--- src/rtl/rr_grant_arbiter.sv ---
// rtl/rr_grant_arbiter.sv - round-robin single-owner arbiter with rotating priority
// Optional forced release of a stuck owner is built when ARB_TIMEOUT_EN is defined.
module rr_grant_arbiter #(
  parameter int N_REQ    = 4,
  parameter int IDX_W    = $clog2(N_REQ),
  parameter int MAX_HOLD = 255
) (
  input  logic             clk,
  input  logic             rst_n,
  input  logic [N_REQ-1:0] req,
  input  logic [N_REQ-1:0] done,
  output logic [N_REQ-1:0] grant,
  output logic [IDX_W-1:0] grant_idx,
  output logic             busy,
  output logic             timeout_err
);

  if (N_REQ < 2 || N_REQ > 16 || MAX_HOLD < 1 || MAX_HOLD > 65535) begin : g_param_check
    $error("rr_grant_arbiter: parameter out of range");
  end

  typedef enum logic {IDLE, OWNED} state_t;

  state_t           state_q, state_d;
  logic [N_REQ-1:0] grant_q, grant_d;
  logic [IDX_W-1:0] idx_q, idx_d, ptr_q, ptr_d, nxt_ptr;
  logic             busy_q, busy_d;
  logic             rel, frc;
  logic [IDX_W:0]   pick_idle, pick_hand;

  // Returns {found, index} of the first set bit scanning start, start+1, ... modulo N_REQ.
  function automatic logic [IDX_W:0] rr_pick(input logic [N_REQ-1:0] r,
                                             input logic [IDX_W-1:0] start);
    logic [IDX_W:0] res;
    int c;
    res = '0;
    for (int i = N_REQ - 1; i >= 0; i--) begin
      c = int'(start) + i;
      if (c >= N_REQ) c = c - N_REQ;
      if (r[IDX_W'(c)]) res = {1'b1, IDX_W'(c)};
    end
    return res;
  endfunction

  always_comb begin
    nxt_ptr = idx_q + 1'b1;
    if (int'(idx_q) == N_REQ - 1) nxt_ptr = '0;
  end

  assign rel       = done[idx_q] | ~req[idx_q];
  assign pick_idle = rr_pick(req, ptr_q);
  // The releasing owner is masked so it cannot be handed the grant straight back.
  assign pick_hand = rr_pick(req & ~(N_REQ'(1) << idx_q), nxt_ptr);

  always_comb begin
    state_d = state_q;
    grant_d = grant_q;
    idx_d   = idx_q;
    ptr_d   = ptr_q;
    busy_d  = busy_q;
    case (state_q)
      IDLE: begin
        if (pick_idle[IDX_W]) begin
          state_d = OWNED;
          idx_d   = pick_idle[IDX_W-1:0];
          grant_d = N_REQ'(1) << pick_idle[IDX_W-1:0];
          busy_d  = 1'b1;
        end
      end
      OWNED: begin
        if (rel | frc) begin
          ptr_d = nxt_ptr;
          if (pick_hand[IDX_W]) begin
            idx_d   = pick_hand[IDX_W-1:0];
            grant_d = N_REQ'(1) << pick_hand[IDX_W-1:0];
          end else begin
            state_d = IDLE;
            grant_d = '0;
            busy_d  = 1'b0;
          end
        end
      end
      default: state_d = IDLE;
    endcase
  end

  always_ff @(posedge clk or negedge rst_n) begin
    if (!rst_n) begin
      state_q <= IDLE;
      grant_q <= '0;
      idx_q   <= '0;
      ptr_q   <= '0;
      busy_q  <= 1'b0;
    end else begin
      state_q <= state_d;
      grant_q <= grant_d;
      idx_q   <= idx_d;
      ptr_q   <= ptr_d;
      busy_q  <= busy_d;
    end
  end

`ifdef ARB_TIMEOUT_EN
  localparam int HOLD_W = $clog2(MAX_HOLD + 1);

  logic [HOLD_W-1:0] hold_q, hold_d;
  logic              terr_q;
  logic              new_grant;

  // Counter value MAX_HOLD-1 means the owner has already held for MAX_HOLD cycles.
  assign frc       = ~rel & (state_q == OWNED) & (hold_q >= HOLD_W'(MAX_HOLD - 1));
  assign new_grant = (state_d == OWNED) & ((state_q == IDLE) | rel | frc);

  always_comb begin
    hold_d = hold_q;
    if (new_grant) hold_d = '0;
    else if (state_q == OWNED && hold_q < HOLD_W'(MAX_HOLD)) hold_d = hold_q + 1'b1;
  end

  always_ff @(posedge clk or negedge rst_n) begin
    if (!rst_n) begin
      hold_q <= '0;
      terr_q <= 1'b0;
    end else begin
      hold_q <= hold_d;
      terr_q <= frc;
    end
  end

  assign timeout_err = terr_q;
`else
  assign frc         = 1'b0;
  assign timeout_err = 1'b0;
`endif

  assign grant     = grant_q;
  assign grant_idx = idx_q;
  assign busy      = busy_q;

endmodule

--- config.mk ---
export PLATFORM = sky130hd
export DESIGN_NAME = rr_grant_arbiter
export DESIGN_NICKNAME = d
export VERILOG_FILES = /design/src/rtl/rr_grant_arbiter.sv
export SDC_FILE = /design/constraint.sdc
export NUM_CORES = 1
export LEC_CHECK = 0
export ABC_CLOCK_PERIOD_IN_PS = 2700
export CORE_ASPECT_RATIO = 1.2
export CORE_MARGIN = 5
export CORE_UTILIZATION = 50
export DETAILED_ROUTE_END_ITERATION = 6
export GPL_ROUTABILITY_DRIVEN = 0
export PLACE_DENSITY = 0.78
export SYNTH_ARGS = -nofsm -noshare
export SYNTH_HDL_FRONTEND = slang
export SYNTH_SLANG_ARGS = --single-unit
--- constraint.sdc ---
create_clock -name clk -period 2.7 [get_ports clk]
set_input_delay 0.405 -clock clk [delete_from_list [all_inputs] [get_ports clk]]
set_output_delay 0.405 -clock clk [all_outputs]
set_load 0.005 [all_outputs]
* After elaboration in Yosys (flattened, before gate mapping)
Index checks and enable logic that the tools add are counted.
** Storage, ports and cells
- Bits of input ports :: 10
- Output and inout bits :: 8
- Register bits :: 10
- Word-level logic and storage cells :: 115
** Cells by class
- Equal/unequal tests :: 5
- $lt $le $gt $ge :: 17
- Reductions and logical operators :: 4
- Multiplexer cells :: 61
- Bitwise logic cells :: 5
- Shift-type cells :: 3
- Add/subtract/negate cells :: 15
** Operator list (number)
- $lt 2x4->1 const B :: 8
- $mux 1 :: 24
- $mux 2 :: 12
- $mux 3 :: 8
- $bmux 1 s2 :: 10
- $ge 3x3->1 const B :: 6
- $sub 2x1->2 const B :: 8
- $add 2x2->3 const B :: 4
- $mux 4 :: 3
- $shl 1x2->4 const A :: 3
- $pmux 4 s2 :: 1
- $add 2x1->3 const B :: 2
- $ge 2x3->1 const B :: 2
- $reduce_and 3->1 :: 2
- $and 4x4->4 :: 1
- $ne 2x1->1 const B :: 2
- $ne 2x2->1 const B :: 2
- $not 4->4 :: 1
- $pmux 1 s2 :: 2
- $pmux 2 s2 :: 1
- $reduce_and 2->1 :: 2
- $lt 2x3->1 const B :: 1
- $add 2x1->2 const B :: 1
- $eq 2x1->1 const B :: 1
- other kinds (2) :: 3

* Longest topological paths before layout
- Word-level depth :: 16
- Gate-level depth with buffers :: 9
- Mapped depth without buffers :: 8

* Worst setup path after synthesis
Ideal clock, no wire load.
- Path kind :: reg2reg
- Start point :: register idx_q[0] (netlist: grant_idx[0])
- End point :: register grant_q[0] (netlist: grant[0])
- Data required time :: 2574 ps
- Clock period less this slack :: 2274 ps
- Buffers on the path :: 1
- Arrival time :: 2148 ps
- Stages on the path, launching flop included :: 9
- Setup time :: 126 ps
- Slack :: 426 ps
- Path through :: dfrtp_1 buf_6 inv_1 ha_1 or4b_4 o31ai_4 o221ai_2 a211o_1 a221o_1
** On the way
- Longest elaborated chain between the ends :: 16
- Elaborated cells between the ends (all ways) :: 49
- Classes of those cells :: add/sub (8); order compare (4); eq/ne (2); shift (2); mux (28); bitwise (4); reduce/logical (1)
** RTL lines
- start: declaration :: line 26 : logic [IDX_W-1:0] idx_q, idx_d, ptr_q, ptr_d, nxt_ptr;
- start signal: assignment :: line 97 : idx_q <= idx_d;
- $add 2x1->2 / $eq 2x1->1 (equally long branches) :: line 46, 47
- $mux 2 :: line 47 : if (int'(idx_q) == N_REQ - 1) nxt_ptr = '0;
- $add 2x2->3 :: line 38 : c = int'(start) + i;
- $ge 3x3->1 / $sub 2x1->2 (equally long branches) :: line 39 : if (c >= N_REQ) c = c - N_REQ;
- $mux 2 :: line 39
- $bmux 1 s2 :: line 40 : if (r[IDX_W'(c)]) res = {1'b1, IDX_W'(c)};
- $mux 1 (implied by the code) (2 in a row) :: line 40
- $mux 3 (4 in a row) :: line 40
- $shl 1x2->4 :: line 75 : grant_d = N_REQ'(1) << pick_hand[IDX_W-1:0];
- $mux 4 :: line 73 : if (pick_hand[IDX_W]) begin
- $mux 4 :: line 71 : if (rel | frc) begin
- $pmux 4 s2 :: line 61 : case (state_q)
- end signal: assignment :: line 96 : grant_q <= grant_d;
- end: declaration :: line 25 : logic [N_REQ-1:0] grant_q, grant_d;
Several ways; a longest one is shown, not always the timed one. The select of a mux whose other input is x is not followed.
A chain may end at the register's enable or synchronous reset.

* Worst setup path in the final report
Ends and elaborated chain as after synthesis.

==> metrics.yaml <==
drv_cap: 0
die_w_um: 48.18
wl_per_cell_um: 15.04
layout_min_cycle_time_ns: 2.430
die-area_sq_um: 2689
leakage_uw: 0.0004702
grt_first_pass_wirelength_mm: 3.505
cts_buffer_depth: 2
io_buffers: 16
min_path_type: "input port to async pin"
reg2regPathDepth: 6
finalSetupTns_ns: 0
postCtsSetupRepairBufs: 0
antenna_left: 0
drv_slew: 0
synth_area_sq_um: 874.6
n_fill_cell: 148
ctsHoldBuffers: 0
end_kind: "flop"
fmax_mhz: 411.5
hpwlAfterDp_mm: 1.698
clk_pin_slew_ns: 0.07
cts_sinks: 10
via_count: 833
ys_seq_elements: 10
nets: 138
grt_pass1_vias: 807
grt_max_degree: 14
rsz0062_at_grt: "false"
drc: 0
synth_top_area_share_pct: 28.61
coreArea_sq_um: 1642
root_buffer: "clkbuf_4"
reg2reg_slack_ns: 0.27
crit_type: "flop to flop"
cts_resized: 0
wirelength_mm: 2.121
drt_pass1_iterations: 4
layout-drive-gt1-share_pct: 13.01
required_ns: 2.85
grt_overflow: 0
setup_viol: 0
worstPathArrival_ns: 2.58
initial_core_util_pct: 53.28
finish.utilization_pct: 66.31
syn-num-nets: 118
n_antenna_cell: 0
clock-skew-final_ns: 0.005517
p_total_uw: 1227
synthDistinctLibCells: 38
p_per_area_nw_per_um2: 1128
ir_drop_v: 0.0006810
rr_endpoint: "grant[0]$_DFFE_PN0P_"
finalHoldViolCount: 0
ys_warn_count: 0
ys_seq_area_share_pct: 28.61
path_max_fanout: 7
grt_usage_pct: 17.51
syn_inst: 104
cts_buffers: 3
cts_max_level: 1
die_y_um: 55.82
r2r_start: "grant_idx[0]$_DFFE_PN0P_"
insertion_delay_ns: 0.27
grt_antenna_before_repair: 0
period_share_pct: 90.01
cts_tree: "built"
layout_common_cells: "clkdlybuf4s50_1, nor2_1, dfrtp_1"
cp-start-kind: "flop"
status: "complete, no violations"
synth_area_leader_cell: "dfrtp_1"
drt_iter0_drc: 32
layout_commonest_cell: "clkdlybuf4s50_1"
syn_avg_cell_area_sq_um: 8.410
ios: 18
rows: 16
ys_top_cells_by_area: "dfrtp_1, nand2b_1, ha_1"
avgViaCountPerCell: 5.908
area_growth_syn_to_layout_pct: 24.46
[where the power goes]
| group | internal, uW | total (uW) | switching [uW] |
|---|---|---|---|
| clock network | 81.9 | 134 | 52.0 |
| logic | 387 | 799 | 412 |
| registers | 222 | 294 | 72.3 |
| total | 691 | 1230 | 536 |
[layer usage]
| metal | vias up | track usage (%) | share of wire [%] | wire length [um] |
|---|---|---|---|---|
| met2 | 30 | 25.19 | 50 | 1058 |
| met1 | 387 | 24.80 | 43 | 908 |
| met3 | 7 | 3.236 | 5.2 | 110 |
| met4 | 0 | 7.308 | 2.0 | 43 |
| li1 | 409 | - | - | - |
| met5 | - | 0 | 0 | 0 |
[area by class of cell]
type                    instances  area (sq um)  area share (%)
repair buffers                 20         190.2           17.47
flip-flops and latches         10         250.2           22.99
inverters                       7         26.28           2.414
well taps                      18         22.52           2.069
multi-input cells              82         563.0           51.72
clock buffers                   4         36.28           3.333
[how the worst max path moves through the flow]
| stage | startpoint | to | slack (ns) |
|---|---|---|---|
| finish | grant_idx[0]$_DFFE_PN0P_ | grant[0]$_DFFE_PN0P_ | 0.27 |
| global placement | req[1] | grant[0]$_DFFE_PN0P_ | 0.16 |
| global route | grant_idx[0]$_DFFE_PN0P_ | grant[1]$_DFFE_PN0P_ | 0.16 |
| floorplan | grant_idx[0]$_DFFE_PN0P_ | grant[0]$_DFFE_PN0P_ | 0.43 |
| CTS | grant_idx[0]$_DFFE_PN0P_ | grant[0]$_DFFE_PN0P_ | 0.28 |
| detailed placement | req[1] | grant[0]$_DFFE_PN0P_ | 0.12 |
[cells in the mapped netlist]
cell / n
a221o_1: 1
or2b_1: 1
a211o_1: 1
buf_4: 2
a211oi_1: 1
mux2i_1: 2
mux2_2: 3
o221ai_2: 1
a31oi_1: 3
clkbuf_1: 1
conb_1: 1
nand2b_1: 9
or3_1: 1
o31ai_1: 1
inv_1: 7
nand2_1: 9
nor3_1: 3
nor4_1: 2
o2111ai_1: 1
o32ai_1: 1
o41ai_2: 1
o31ai_4: 1
o21ai_0: 4
ha_1: 4
buf_6: 1
and3b_1: 1
and3_1: 1
nor2b_1: 1
buf_2: 1
o22ai_1: 1
a22oi_1: 1
o21a_1: 2
o21ai_1: 2
mux4_2: 1
a21oi_1: 8
or4b_4: 1
nor2_1: 12
dfrtp_1: 10
[per-stage QoR]
| step | cell area (sq um) | std cells | worst slack (ns) | hold slack [ns] |
|---|---|---|---|---|
| after floorplan | 874.6 | 104 | 0.4265 | 0.1094 |
| after global placement | 1052 | 137 | 0.1598 | 0.5101 |
| after CTS | 1089 | 141 | 0.2757 | 0.4512 |
| after global routing | 1089 | 141 | 0.1602 | 0.4726 |
| final | 1089 | 141 | 0.2699 | 0.4453 |
| after detailed placement | 1052 | 137 | 0.1225 | 0.4959 |
[critical path: stages, from the launching register on]
cell and delay, ns:
dfrtp_1 0.45, ha_1 0.34, or4b_4 0.58, o31ai_4 0.10, o221ai_2 0.15, a211o_1 0.35
a221o_1 0.35
[state kept, by name (all words and copies together), names as in the netlist]
signal     flops
grant          4
grant_idx      2
ptr_q          2
busy           1
state_q        1
[kinds of logic (layout without fill, tap and decap cells)]
logic type      count (synthesis)  in the layout  share of synthesized area [%]
other cells                     1              1                         0.4288
fa+ha+maj                       4              4                          5.723
mux                             6              6                          8.726
buf+inv                        12             31                          7.009
compound gates                 30             30                          25.32
flops                          10             10                          28.61
simple gates                   41             41                          24.18
Note: power is estimated with default switching activity, not from simulation.
